`config.mk`:
```
export PLATFORM = sky130hd
export DESIGN_NAME = johnson_decoder_flat
export DESIGN_NICKNAME = d
export VERILOG_FILES = /design/src/rtl/johnson_decoder_if.sv /design/src/rtl/johnson_decoder.sv /design/src/flat_wrapper.sv
export SDC_FILE = /design/constraint.sdc
export NUM_CORES = 1
export LEC_CHECK = 0
export BUFFER_PORTS_ARGS = -buffer_cell sky130_fd_sc_hd__buf_4
export CORE_MARGIN = 2
export CORE_UTILIZATION = 54
export CTS_CLUSTER_DIAMETER = 80
export DETAILED_ROUTE_END_ITERATION = 12
export GPL_TIMING_DRIVEN = 0
export MAX_ROUTING_LAYER = met4
export PLACE_DENSITY_LB_ADDON = 0.25
export SLEW_MARGIN = 10
export SYNTH_ARGS = -nofsm -noshare
export SYNTH_HDL_FRONTEND = slang
export SYNTH_SLANG_ARGS = --single-unit
```
`constraint.sdc`:
```
create_clock -name clock -period 2.8 [get_ports clock]
set_input_delay 0.42 -clock clock [delete_from_list [all_inputs] [get_ports clock]]
set_output_delay 0.42 -clock clock [all_outputs]
set_load 0.02 [all_outputs]
```
`src/rtl/johnson_decoder_if.sv`:
```
// Purpose: sample/result bundle between a Johnson-code source and johnson_decoder.
// Ports (signals):
//   code_in[3:0], code_valid, err_clear        -- sample side, driven by the master
//   index[2:0], index_valid, dir[1:0],
//   illegal_code, seq_error, locked,
//   err_count[7:0]                             -- decode results, driven by the slave
interface johnson_decoder_if;
  logic [3:0] code_in;
  logic       code_valid;
  logic       err_clear;
  logic [2:0] index;
  logic       index_valid;
  logic [1:0] dir;
  logic       illegal_code;
  logic       seq_error;
  logic       locked;
  logic [7:0] err_count;

  modport master (
    output code_in, code_valid, err_clear,
    input  index, index_valid, dir, illegal_code, seq_error, locked, err_count
  );

  modport slave (
    input  code_in, code_valid, err_clear,
    output index, index_valid, dir, illegal_code, seq_error, locked, err_count
  );
endinterface

```
`src/rtl/johnson_decoder.sv`:
```
// Purpose: decode sampled 4-bit Johnson code words into a position 0..7, track
//          the step direction, lock onto a well-behaved sequence and count
//          illegal words and illegal jumps (saturating).
// Ports:
//   clock        -- system clock, rising edge
//   reset        -- asynchronous active-low reset
//   bus (slave)  -- code_in/code_valid/err_clear in; index, index_valid, dir,
//                   illegal_code, seq_error, locked, err_count out (all registered)
module johnson_decoder (
  input  logic               clock,
  input  logic               reset,
  johnson_decoder_if.slave   bus
);

  localparam int unsigned IDX_W = 3;
  localparam int unsigned DIR_W = 2;
  localparam int unsigned CNT_W = 8;

  localparam logic [DIR_W-1:0] DIR_HOLD = 2'b00;
  localparam logic [DIR_W-1:0] DIR_UP   = 2'b01;
  localparam logic [DIR_W-1:0] DIR_DOWN = 2'b10;
  localparam logic [DIR_W-1:0] DIR_UNK  = 2'b11;
  localparam logic [CNT_W-1:0] CNT_MAX  = '1;

  typedef enum logic [1:0] {
    ST_UNLOCKED = 2'd0,
    ST_ACQUIRE  = 2'd1,
    ST_LOCKED   = 2'd2
  } state_e;

  state_e           state_q, state_d;
  logic [IDX_W-1:0] index_q, index_d;       // also serves as the previous legal index
  logic             index_valid_q, index_valid_d;
  logic [DIR_W-1:0] dir_q, dir_d;
  logic             illegal_q, illegal_d;
  logic             seq_err_q, seq_err_d;
  logic             locked_q, locked_d;
  logic [CNT_W-1:0] err_cnt_q, err_cnt_d;

  logic             code_legal_c;
  logic [IDX_W-1:0] code_idx_c;
  logic [IDX_W-1:0] delta_c;
  logic             is_step_c;
  logic [DIR_W-1:0] step_dir_c;

  // Johnson word to position lookup; the eight remaining words are illegal.
  always_comb begin
    code_legal_c = 1'b1;
    code_idx_c   = '0;
    unique case (bus.code_in)
      4'b0000: code_idx_c = 3'd0;
      4'b0001: code_idx_c = 3'd1;
      4'b0011: code_idx_c = 3'd2;
      4'b0111: code_idx_c = 3'd3;
      4'b1111: code_idx_c = 3'd4;
      4'b1110: code_idx_c = 3'd5;
      4'b1100: code_idx_c = 3'd6;
      4'b1000: code_idx_c = 3'd7;
      default: code_legal_c = 1'b0;
    endcase
  end

  // Modulo-8 difference to the previous index classifies hold/up/down/jump.
  always_comb begin
    delta_c    = IDX_W'(code_idx_c - index_q);
    is_step_c  = 1'b1;
    step_dir_c = DIR_UNK;
    unique case (delta_c)
      3'd0:    step_dir_c = DIR_HOLD;
      3'd1:    step_dir_c = DIR_UP;
      3'd7:    step_dir_c = DIR_DOWN;
      default: is_step_c  = 1'b0;
    endcase
  end

  // Next-state and output logic.
  always_comb begin
    state_d       = state_q;
    index_d       = index_q;
    index_valid_d = 1'b0;
    dir_d         = dir_q;
    illegal_d     = 1'b0;
    seq_err_d     = 1'b0;
    err_cnt_d     = err_cnt_q;

    if (bus.code_valid) begin
      if (!code_legal_c) begin
        state_d   = ST_UNLOCKED;
        illegal_d = 1'b1;
        dir_d     = DIR_UNK;
      end else begin
        index_d       = code_idx_c;
        index_valid_d = 1'b1;
        unique case (state_q)
          ST_UNLOCKED: begin
            state_d = ST_ACQUIRE;
            dir_d   = DIR_UNK;
          end
          ST_ACQUIRE: begin
            if (is_step_c) begin
              state_d = ST_LOCKED;
              dir_d   = step_dir_c;
            end else begin
              dir_d   = DIR_UNK;
            end
          end
          ST_LOCKED: begin
            if (is_step_c) begin
              dir_d     = step_dir_c;
            end else begin
              state_d   = ST_ACQUIRE;
              seq_err_d = 1'b1;
              dir_d     = DIR_UNK;
            end
          end
          default: begin
            state_d = ST_UNLOCKED;
            dir_d   = DIR_UNK;
          end
        endcase
      end
    end

    // Saturating error count; a clear wins over a same-edge increment.
    if ((illegal_d || seq_err_d) && (err_cnt_q != CNT_MAX)) begin
      err_cnt_d = CNT_W'(err_cnt_q + CNT_W'(1));
    end
    if (bus.err_clear) begin
      err_cnt_d = '0;
    end

    locked_d = (state_d == ST_LOCKED);
  end

  // State and output registers.
  always_ff @(posedge clock or negedge reset) begin
    if (!reset) begin
      state_q       <= ST_UNLOCKED;
      index_q       <= '0;
      index_valid_q <= 1'b0;
      dir_q         <= DIR_UNK;
      illegal_q     <= 1'b0;
      seq_err_q     <= 1'b0;
      locked_q      <= 1'b0;
      err_cnt_q     <= '0;
    end else begin
      state_q       <= state_d;
      index_q       <= index_d;
      index_valid_q <= index_valid_d;
      dir_q         <= dir_d;
      illegal_q     <= illegal_d;
      seq_err_q     <= seq_err_d;
      locked_q      <= locked_d;
      err_cnt_q     <= err_cnt_d;
    end
  end

  assign bus.index        = index_q;
  assign bus.index_valid  = index_valid_q;
  assign bus.dir          = dir_q;
  assign bus.illegal_code = illegal_q;
  assign bus.seq_error    = seq_err_q;
  assign bus.locked       = locked_q;
  assign bus.err_count    = err_cnt_q;

endmodule

```
`src/flat_wrapper.sv`:
```
// flat-port wrapper written by rule: the top's interface ports become plain ports
module johnson_decoder_flat 
  (clock, reset, bus_code_in, bus_code_valid, bus_err_clear, bus_index, bus_index_valid, bus_dir, bus_illegal_code, bus_seq_error, bus_locked, bus_err_count);
  johnson_decoder_if bus_i ();
  input  logic clock;
  input  logic reset;
  input wire logic [$bits(bus_i.code_in)-1:0] bus_code_in;
  input wire logic [$bits(bus_i.code_valid)-1:0] bus_code_valid;
  input wire logic [$bits(bus_i.err_clear)-1:0] bus_err_clear;
  output wire logic [$bits(bus_i.index)-1:0] bus_index;
  output wire logic [$bits(bus_i.index_valid)-1:0] bus_index_valid;
  output wire logic [$bits(bus_i.dir)-1:0] bus_dir;
  output wire logic [$bits(bus_i.illegal_code)-1:0] bus_illegal_code;
  output wire logic [$bits(bus_i.seq_error)-1:0] bus_seq_error;
  output wire logic [$bits(bus_i.locked)-1:0] bus_locked;
  output wire logic [$bits(bus_i.err_count)-1:0] bus_err_count;
  assign bus_i.code_in = bus_code_in;
  assign bus_i.code_valid = bus_code_valid;
  assign bus_i.err_clear = bus_err_clear;
  assign bus_index = bus_i.index;
  assign bus_index_valid = bus_i.index_valid;
  assign bus_dir = bus_i.dir;
  assign bus_illegal_code = bus_i.illegal_code;
  assign bus_seq_error = bus_i.seq_error;
  assign bus_locked = bus_i.locked;
  assign bus_err_count = bus_i.err_count;
  johnson_decoder u_core (.clock(clock), .reset(reset), .bus(bus_i));
endmodule
```
==> results of run 1 <==
==> cell type report <==
type | count | area, sq um | share of cell area [%]
buffer | 4 | 37.5 | 2.43
multi-input combinational | 111 | 768 | 49.8
inverter | 8 | 30.0 | 1.94
sequential | 19 | 478 | 31.0
clock buffer | 3 | 22.5 | 1.46
tap | 28 | 35.0 | 2.27
timing repair buffer | 22 | 168 | 10.9
clock inverter | 1 | 5.00 | 0.324
==> power by group through the flow <==
stage	clock, W	sequential (W)	combinational [W]
floorplan	0	0.000343	0.000162
global placement	0	0.000325	0.000244
detailed placement	0	0.000328	0.000259
CTS	0.000144	0.000322	0.000261
global route	0.000157	0.000326	0.000301
finish	0.000141	0.000322	0.000271
==> metrics by stage <==
stage | TNS (ps) | util (%) | setup WS (ps) | hold WS, ps | total power, W
finish | 0 | 69.8 | 155 | 406 | 0.000735
global route | 0 | 69.8 | 15.6 | 404 | 0.000783
CTS | 0 | 69.0 | 40.5 | 390 | 0.000727
floorplan | 0 | - | 1.03 | 124 | 0.000505
detailed placement | -1080 | 67.3 | -243 | 307 | 0.000586
global placement | -433 | 67.3 | -133 | 305 | 0.000569
==> cells by family after synthesis <==
| kind of cell | Yosys count |
|---|---|
| buffers and inverters | 12 |
| adders and majority gates | 7 |
| xor gates and xnor gates | 3 |
| DFF | 19 |
| and+or+nand+nor | 60 |
| AOI/OAI and AO/OA | 34 |
| muxes | 7 |
==> cell usage in the layout, fill, tap and decap left out, types with 2 or more instances in the layout <==
master,Yosys,layout
buf_6,1,3
nor3_1,3,3
a31oi_1,2,2
a21oi_1,8,8
ha_1,6,5
dfrtp_1,17,17
inv_1,8,8
buf_4,0,21
clkbuf_4,0,3
mux2i_2,0,2
nand3_1,4,4
nand4_1,2,2
nor2b_1,4,4
nor2_2,1,3
mux2_1,4,4
nand2_1,17,17
nor2_1,16,14
nor3_2,2,2
dfstp_2,2,2
and3_1,2,2
nand2b_1,3,3
o21ai_0,9,8
==> registers in the layout (all words and copies together), names as in the netlist <==
| name | flops |
|---|---|
| u_core.bus.index_valid | 1 |
| u_core.bus.dir | 2 |
| u_core.bus.illegal_code | 1 |
| u_core.bus.err_count | 8 |
| u_core.state_q | 2 |
| u_core.bus.index | 3 |
| u_core.bus.locked | 1 |
| u_core.bus.seq_error | 1 |
==> per-layer routing <==
layer  wire length [microns]  global-route usage (%)
met4                      25                    6.41
met2                    1550                    43.1
met3                     127                    3.71
met1                    1220                    28.1
met5                       0                       -
==> repair_timing <==
action / CTS / global route
hold endpoints to repair: 17 / 0
hold buffers: 1 / 0
gates resized for setup: 0 / 4
setup endpoints to repair: 0 / 5
==> tightest hold or removal path, stage by stage <==
cell and delay (ps):
buf_4 130, a21oi_1 70, nand2_1 60
==> path summary, 6_finish.rpt <==
path | start | cells past startpoint | slack, ps | endpoint
worst max-delay path | bus_code_in[2] | 11 | 160 | u_core.bus.err_count[5]
worst min-delay path | bus_code_in[2] | 3 | 410 | u_core.bus.index[2]
worst max register to register | u_core.bus.index[0] | 8 | 210 | u_core.bus.err_count[5]
worst min register to register | u_core.bus.dir[1] | 2 | 520 | u_core.bus.dir[1]
max in group asynchronous | reset | 2 | 1970 | u_core.bus.dir[1]
min in group asynchronous | reset | 2 | 560 | u_core.bus.err_count[1]
==> impl_metrics.tcl, run 1 <==
set metrics [dict create \
    die_x_microns 52.5 \
    p_leak_nw 0.705 \
    power_switching_share_pct 37.3 \
    synthTopCellsByCount "dfrtp_1 (17), nand2_1 (17), nor2_1 (16)" \
    fin_crit_ps 2640 \
    dieArea_sq_mm 0.00276 \
    synth-compound-area-share_pct 19.0 \
    path_clk_slew_ps 110 \
    post_cts_buffers 0 \
    clockBufferDepth 2 \
    cp_max_fo 7 \
    hp-class "in -> reg" \
    path_cells "buf_4 -> nor2_2 -> o21ai_2 -> ha_2 -> fa_2 -> nor2_2 -> nand2_1 -> mux2i_2 -> o41a_1 -> nor3_2 -> mux2_1" \
    synth_largest_area_cell "dfrtp_1" \
    arrival_ps 2830 \
    std_cell_rows 17 \
    synthArstFlopShare_pct 100 \
    stdcell_count 196 \
    critPathMostFrequentCell "nor2_2" \
    power_frac_comb_pct 36.9 \
    cp.required_ps 2990 \
    grt_pass1_wl_microns 4790 \
    fmax_mhz 378 \
    grt-ovfl-total 0 \
    rsz0062_at_grt "false" \
    h-tree-depth 1 \
    switching_power_w 0.000274 \
    ir_worst_vdd_mv 0.244 \
    fp.coreArea_sq_mm 0.00221 \
    ys_seq_area_share_pct 37.6 \
    cts_sinks 19 \
    synth_seq_cells 19 \
    synth_xor_area_share_pct 2.07 \
    place_area_sq_mm 0.00149 \
    synthesis.nets 157 \
    p_clk_share_pct 19.2 \
    wl_microns 2930 \
    synth_area_per_cell_sq_um 8.94 \
    cp-start-kind "primary input" \
    cts_root_buffer "clkbuf_4" \
    die_h_microns 52.5 \
    drive_above_1_share_pct 28.0 \
    max_slew_margin_pct 65.1 \
    n_antenna_cell 0 \
    slew_viol_final 0 \
    slowest_delay_ps 580 \
    p_per_area_mw_per_mm2 476 \
    grt_pass1_vias 1096 \
    setup_viol 0 \
    critical_path_buf_inv_count 1 \
    place_congestion 0.836 \
    ys_types 46 \
    cts_tree "done" \
    fin_crit_sh_pct 94.5 \
    ys_top_cells_by_area "dfrtp_1 (33%), ha_1 (5.9%), nand2_1 (5.0%), nor2_1 (4.7%), dfstp_2 (4.1%)" \
    vias_per_cell 5.85 \
    hold_violations 0 \
    synth_ff_type "dfrtp_1" \
    crit_slowest_cell "fa_2" \
    synth_top_family_by_area "simple AND/OR/NAND/NOR gates" \
    fin_skew_ps 1.31 \
    worst_setup_path_end_kind "register" \
    io_pins 25 \
    antenna_found_initial 0 \
    drt_iter0_drc 22 \
    synth_fa_ha_area_share_pct 7.49 \
    grt_usage_pct 24.1 \
    clk_latency_ps 290 \
    area_growth_pct 21.6 \
    synth_simple_gate_area_share_pct 23.5 \
    drc_errors 0 \
    crit_family "adder cells" \
    dpl.hpwl_microns 2160 \
    synth_top_area_share_pct 33.5 \
    intPower_w 0.000461 \
    worst_pin_slew_ps 518 \
    pwr-share-seq_pct 43.9 \
    crit_type "in -> reg" \
    nets 184 \
    dp_cells 191 \
    initial_core_util_pct 57.4 \
    wl_per_cell_microns 14.9 \
    fillers 181 \
    cap_viol_max_count 0 \
    fin_area_sq_mm 0.00154 \
    muxShareOfSynthArea_pct 5.91 \
    outcome "finished, final reports clean" \
    vias 1147 \
    synth-edff-count 0 \
    synth_warnings 0 \
    grt_max_degree 20 \
    ant_nets 0 \
    io_buffers 21 \
    netlist_area_sq_mm 0.00127 \
    netlist_instances 142 \
    numCtsBuffers 3 \
    first_pass_iters 4 \
]
No activity file was read; power rests on OpenSTA's default activity.
==> inputs of run 2 (changes only) <==
Settings changed: ABC_AREA from default to 1, CORE_MARGIN 2 to default, CTS_CLUSTER_SIZE from default to 12.
==> run 2 against run 1 <==
- cell area down 2.3%
- total power down 11%
- first-iteration DRC count fell by 23%
- sequential share of layout area rose by 0.74 points
- combinational power decreased by 25%
- non-clock buffer count did not move
- critical path depth up 11
- wire length fell by 17%
- global-route usage is 0.57 points lower
==> impl_metrics.tcl, run 2 <==
set metrics [dict create \
    outcome "finished, final reports clean" \
    clk_latency_ps 300 \
    cts_root_buffer "clkbuf_4" \
    synth_warnings 0 \
    crit_slowest_cell "fa_1" \
    cap_viol_max_count 0 \
    largest_register_ff_count 8 \
    drc_errors 0 \
    vias 1074 \
    fillers 181 \
    cp-start-kind "primary input" \
    fin_skew_ps 3.42 \
    critical_path_buf_inv_count 5 \
    h-tree-depth 1 \
    critPathMostFrequentCell "nand2_1" \
    synthTopCellsByCount "nand2_1 (38), inv_1 (24), dfrtp_1 (17)" \
    cts_sinks 19 \
    rsz0062_at_grt "false" \
    worst_pin_slew_ps 333 \
    ir_worst_vdd_mv 0.274 \
    synthArstFlopShare_pct 100 \
    ys_seq_area_share_pct 38.1 \
    hold_violations 0 \
    crit_type "in -> reg" \
    crit_family "simple AND/OR/NAND/NOR gates" \
    synth_xor_area_share_pct 3.49 \
    fin_crit_ps 2270 \
    multiInputGateArea_sq_um 668 \
    drive_above_1_share_pct 29.4 \
    hp-class "in -> reg" \
    synth_largest_area_cell "dfrtp_1" \
    seq_area_sq_um 478 \
    io_pins 25 \
    p_leak_nw 0.851 \
    initial_core_util_pct 57.3 \
    ant_nets 0 \
    synth-compound-area-share_pct 4.19 \
    setup_viol 0 \
    cp.required_ps 3010 \
    synth_seq_cells 19 \
    ys_top_cells_by_area "dfrtp_1 (34%), nand2_1 (11%), nand3_2 (8.8%), inv_1 (7.2%), ha_1 (6.0%)" \
    drt_iter0_drc 17 \
    synth_top_family_by_area "simple AND/OR/NAND/NOR gates" \
    fin_area_sq_mm 0.00151 \
    ys_types 24 \
    grt_pass1_wl_microns 4310 \
    fmax_mhz 440 \
    synthesis.nets 166 \
    synth_area_per_cell_sq_um 8.31 \
    fin_hold_ws_ps 367 \
    synth_fa_ha_area_share_pct 7.58 \
    synth-edff-count 0 \
    wl_microns 2420 \
    cts_repair_resize_count 0 \
    worst_setup_path_end_kind "register" \
    path_cells "buf_4 -> inv_1 -> nor2_1 -> inv_1 -> nand2_1 -> nand3_1 -> ha_1 -> fa_1 -> inv_1 -> nand2_1 -> nand2_1 -> inv_1 -> nand2_2 -> nand2_1 -> nand2_2 -> nand2_4 -> nor2_4 -> nand2_4 -> nand2_8 -> nand2_8 -> nand3_2 -> nand2_1" \
    path_clk_slew_ps 120 \
    cp_max_fo 9 \
    area_growth_pct 20.1 \
    grt-ovfl-total 0 \
    nets 196 \
    place_area_sq_mm 0.00147 \
    yosysMostFrequentCell "nand2_1" \
    fp.coreArea_sq_mm 0.00219 \
    wl_per_cell_microns 11.6 \
    grt_usage_pct 23.6 \
    die_h_microns 50.2 \
    muxShareOfSynthArea_pct 0 \
    netlist_instances 151 \
    fin_crit_sh_pct 81.1 \
    dpl.hpwl_microns 1860 \
    post_cts_buffers 0 \
    hold_buffers 1 \
    netlist_area_sq_mm 0.00125 \
    slowest_delay_ps 370 \
    slew_viol_final 0 \
    numCtsBuffers 3 \
    grt_max_degree 20 \
    p_per_area_mw_per_mm2 436 \
    max_slew_margin_pct 77.6 \
    cts_tree "done" \
    arrival_ps 2480 \
    synth_ff_type "dfrtp_1" \
    vias_per_cell 5.16 \
    first_pass_iters 4 \
    synth_top_area_share_pct 33.9 \
    place_congestion 0.892 \
    final_common_cell "nand2_1" \
    clockBufferDepth 2 \
    antenna_found_initial 0 \
    die_x_microns 50.2 \
    dieArea_sq_mm 0.00252 \
    std_cell_rows 17 \
    synth_simple_gate_area_share_pct 38.0 \
    final_cell_mix "nand2_1 (38), buf_4 (25), inv_1 (24)" \
    tns_ps 0 \
    n_antenna_cell 0 \
    grt_pass1_vias 999 \
    io_buffers 24 \
]
==> run 2: cell types whose count changed in the layout (fill, tap and decap cells not counted), moves of 5 or more <==
cell     delta
nand2_1    +21
inv_1      +16
nand3_2    +11
nand4_1     +8
a21oi_1     -7
nor2_1      -5
==> run 2: final timing paths <==
check | to | startpoint | cells past startpoint | slack [ps]
max in group asynchronous | u_core.bus.dir[0] | reset | 2 | 2020
worst max register to register | u_core.bus.err_count[7] | u_core.bus.index[0] | 16 | 690
worst min-delay path | u_core.bus.dir[1] | bus_code_valid | 3 | 370
min in group asynchronous | u_core.bus.index[2] | reset | 2 | 520
worst min register to register | u_core.bus.dir[1] | u_core.bus.dir[1] | 2 | 490
worst max-delay path | u_core.bus.err_count[7] | bus_code_in[3] | 22 | 530
==> run 2: area by class of cell <==
cell class	instances	area share, %
inverter	27	6.72
sequential	19	31.7
tap	28	2.32
multi-input combinational	104	44.3
clock buffer	3	1.49
clock inverter	1	0.332
buffer	1	0.498
timing repair buffer	25	12.6
==> run 2: worst register-to-register path: cells and delay by family, from the launching register on <==
family	cells	cell delay (ps)
and+or+nand+nor	12	900
DFF	1	420
buffers and inverters	2	110
adders and majority gates	2	580
==> run 2: per-layer routing <==
layer | share of wire, % | global-route usage [%]
met1 | 49 | 31.9
met3 | 3.4 | 2.73
met2 | 46 | 35.1
met5 | 0 | -
met4 | 1.5 | 11.4
==> run 2: cell families (layout without fill, tap and decap cells) <==
family | after synthesis | after routing
buffers and inverters | 28 | 57
and+or+nand+nor | 83 | 83
xor gates and xnor gates | 5 | 5
DFF | 19 | 19
AOI/OAI and AO/OA | 9 | 9
adders and majority gates | 7 | 7
==> run 2: report_power, final <==
group	switching (W)	total (W)	internal [W]
logic	0.000127	0.000202	0.0000757
clock network	0.0000909	0.000144	0.0000533
registers	0.0000168	0.000310	0.000293
total	0.000234	0.000657	0.000422
==> run 2: per-stage QoR <==
stage	std cells	total power [W]	utilization (%)	setup slack (ps)
final	208	0.000657	68.8	528
after global routing	208	0.000700	68.8	334
after CTS	208	0.000669	68.8	530
after detailed placement	203	0.000519	67.1	174
after global placement	203	0.000513	67.1	258
after floorplan	151	0.000454	-	492
==> inputs of run 3 (changes only) <==
Clock period 2.8 ns to 2.19 ns, I/O delays scaled along.
==> run 3 against run 2 <==
- total power up 39%
- clock skew increased by 3.5 ps
- worst hold slack lost 82 ps
- global-route usage decreased by 1.9 points
- combinational power is 65% higher
- sequential power up 28%
- die area did not move
==> impl_metrics.tcl, run 3 (synthesized netlist as in run 2, its figures left out) <==
set metrics [dict create \
    fp.coreArea_sq_mm 0.00219 \
    r2r_slack_ps 70 \
    io_pins 25 \
    vias_per_cell 5.22 \
    critPathMostFrequentCell "nand2_2" \
    grt_pass1_wl_microns 4080 \
    p_total_w 0.000910 \
    dpl.hpwl_microns 1820 \
    arrival_ps 2360 \
    min_to "u_core.bus.dir[1]" \
    path_cells "buf_8 -> nor2_4 -> inv_1 -> nand2_1 -> nand3_2 -> ha_4 -> fa_2 -> inv_2 -> nand2_2 -> nand2_2 -> inv_2 -> nand2_4 -> nand2_2 -> nand2_2 -> nand2_4 -> nor2_4 -> nand2_4 -> nand2_8 -> nand2_8 -> nand3_2 -> nand2_1" \
    cap_viol_max_count 0 \
    h-tree-depth 1 \
    die_h_microns 50.2 \
    dieArea_sq_mm 0.00252 \
    worst_pin_slew_ps 356 \
    path_clk_slew_ps 120 \
    ff2ff_path_depth 16 \
    place_congestion 0.909 \
    initial_core_util_pct 57.3 \
    outcome "finished, final reports clean" \
    p_leak_nw 0.897 \
    clockBufferDepth 2 \
    cp-start-kind "primary input" \
    worst_setup_path_end_kind "register" \
    p_per_area_mw_per_mm2 555 \
    r2r-start "u_core.bus.index[0]" \
    max_slew_margin_pct 76.0 \
    fin_crit_ps 2170 \
    hold_start "bus_code_valid" \
    r2r_end "u_core.bus.err_count[0]" \
    grt_pass1_vias 983 \
    fmax_mhz 460 \
    fin_crit_sh_pct 99.2 \
    drive_above_1_share_pct 38.5 \
    crit_type "in -> reg" \
    ir_worst_vdd_mv 0.488 \
    final_cell_mix "nand2_1 (34), buf_4 (29), inv_1 (21)" \
    drc_errors 0 \
    cts_tree "done" \
    grt_usage_pct 21.7 \
    wl_microns 2700 \
    slowest_delay_ps 390 \
    area_growth_pct 30.6 \
    rsz0062_at_grt "true" \
    antenna_found_initial 0 \
    stdcell_count 215 \
    cp_max_fo 8 \
    clk_latency_ps 290 \
    cts_sinks 19 \
    die_x_microns 50.2 \
    std_cell_rows 17 \
    largest_register_ff_count 8 \
    cts_root_buffer "clkbuf_4" \
    holdPathStages 3 \
    numCtsBuffers 3 \
    hold_violations 0 \
    dp_cells 203 \
    cp.required_ps 2380 \
    n_antenna_cell 0 \
    grt_max_degree 20 \
    critical_path_buf_inv_count 4 \
    crit_slowest_cell "fa_2" \
    wl_per_cell_microns 12.6 \
    ant_nets 0 \
    io_buffers 24 \
    slew_viol_final 0 \
    vias 1122 \
    first_pass_iters 4 \
    crit_family "simple AND/OR/NAND/NOR gates" \
    hp-class "in -> reg" \
    fin_skew_ps 6.87 \
    drt_iter0_drc 31 \
    final_core_utilization_pct 74.8 \
    setup_viol 0 \
    grt-ovfl-total 0 \
    final_common_cell "nand2_1" \
    nets 203 \
]
==> run 3: changes by cell type in the layout (fill, tap and decap cells not counted), sizes merged <==
| cell | previous run | this run |
|---|---|---|
| nand2 | 45 | 46 |
| buf | 25 | 31 |
==> run 3: timing repair <==
action                     4_1_cts  5_1_grt
hold endpoints to repair        17        0
setup endpoints to repair        0        9
hold buffers                     1        0
resized for setup                0       20
buffers inserted                 0        6
==> run 3: final cells by class <==
cell class                 instances  area, sq um
multi-input combinational        105          734
inverter                          27          106
clock buffer                       3         22.5
tap                               28         35.0
sequential                        19          478
clock inverter                     1         5.00
timing repair buffer              31          250
fill                             159          552
buffer                             1         7.51
==> run 3: tightest hold or removal path, stage by stage <==
cell	delay [ps]
buf_4	120
nor2_1	90
a31oi_1	40
==> run 3: report_power, final <==
part / leakage, nW / total [W] / switching (W) / internal (W)
sequential: 0.250 / 0.000398 / 0.0000225 / 0.000375
clock: 0.0177 / 0.000180 / 0.000112 / 0.0000678
combinational: 0.629 / 0.000333 / 0.000191 / 0.000142
==> run 3: routing by layer <==
layer / vias to the layer above / wire length, microns / share of wire (%) / GRT usage, %
met5: - / 0 / 0 / -
met3: 4 / 111 / 4.1 / 2.73
met1: 525 / 1210 / 45 / 28.7
li1: 561 / - / - / -
met2: 32 / 1340 / 50 / 34.4
met4: 0 / 34 / 1.3 / 7.14
==> run 3: per-stage QoR <==
step | area [sq um] | setup slack [ps] | TNS, ps | hold slack (ps)
after global routing | 1640 | -99.3 | -701 | 319
final | 1640 | 16.8 | 0 | 285
after global placement | 1480 | -222 | -1920 | 213
after floorplan | 1260 | 4.43 | 0 | 32.9
after detailed placement | 1480 | -290 | -2670 | 219
after CTS | 1510 | 31.2 | 0 | 280
==> run 3: how the worst max path moves through the flow <==
stage,slack (ps),end,cells after the start,start
floorplan,4,u_core.bus.err_count[7],21,bus_code_in[3]
global placement,-220,u_core.bus.err_count[5],22,bus_code_in[3]
detailed placement,-290,u_core.bus.err_count[5],22,bus_code_in[3]
CTS,30,u_core.bus.err_count[5],22,bus_code_in[3]
global route,-100,u_core.bus.err_count[0],21,bus_code_in[0]
finish,20,u_core.bus.err_count[0],21,bus_code_in[0]
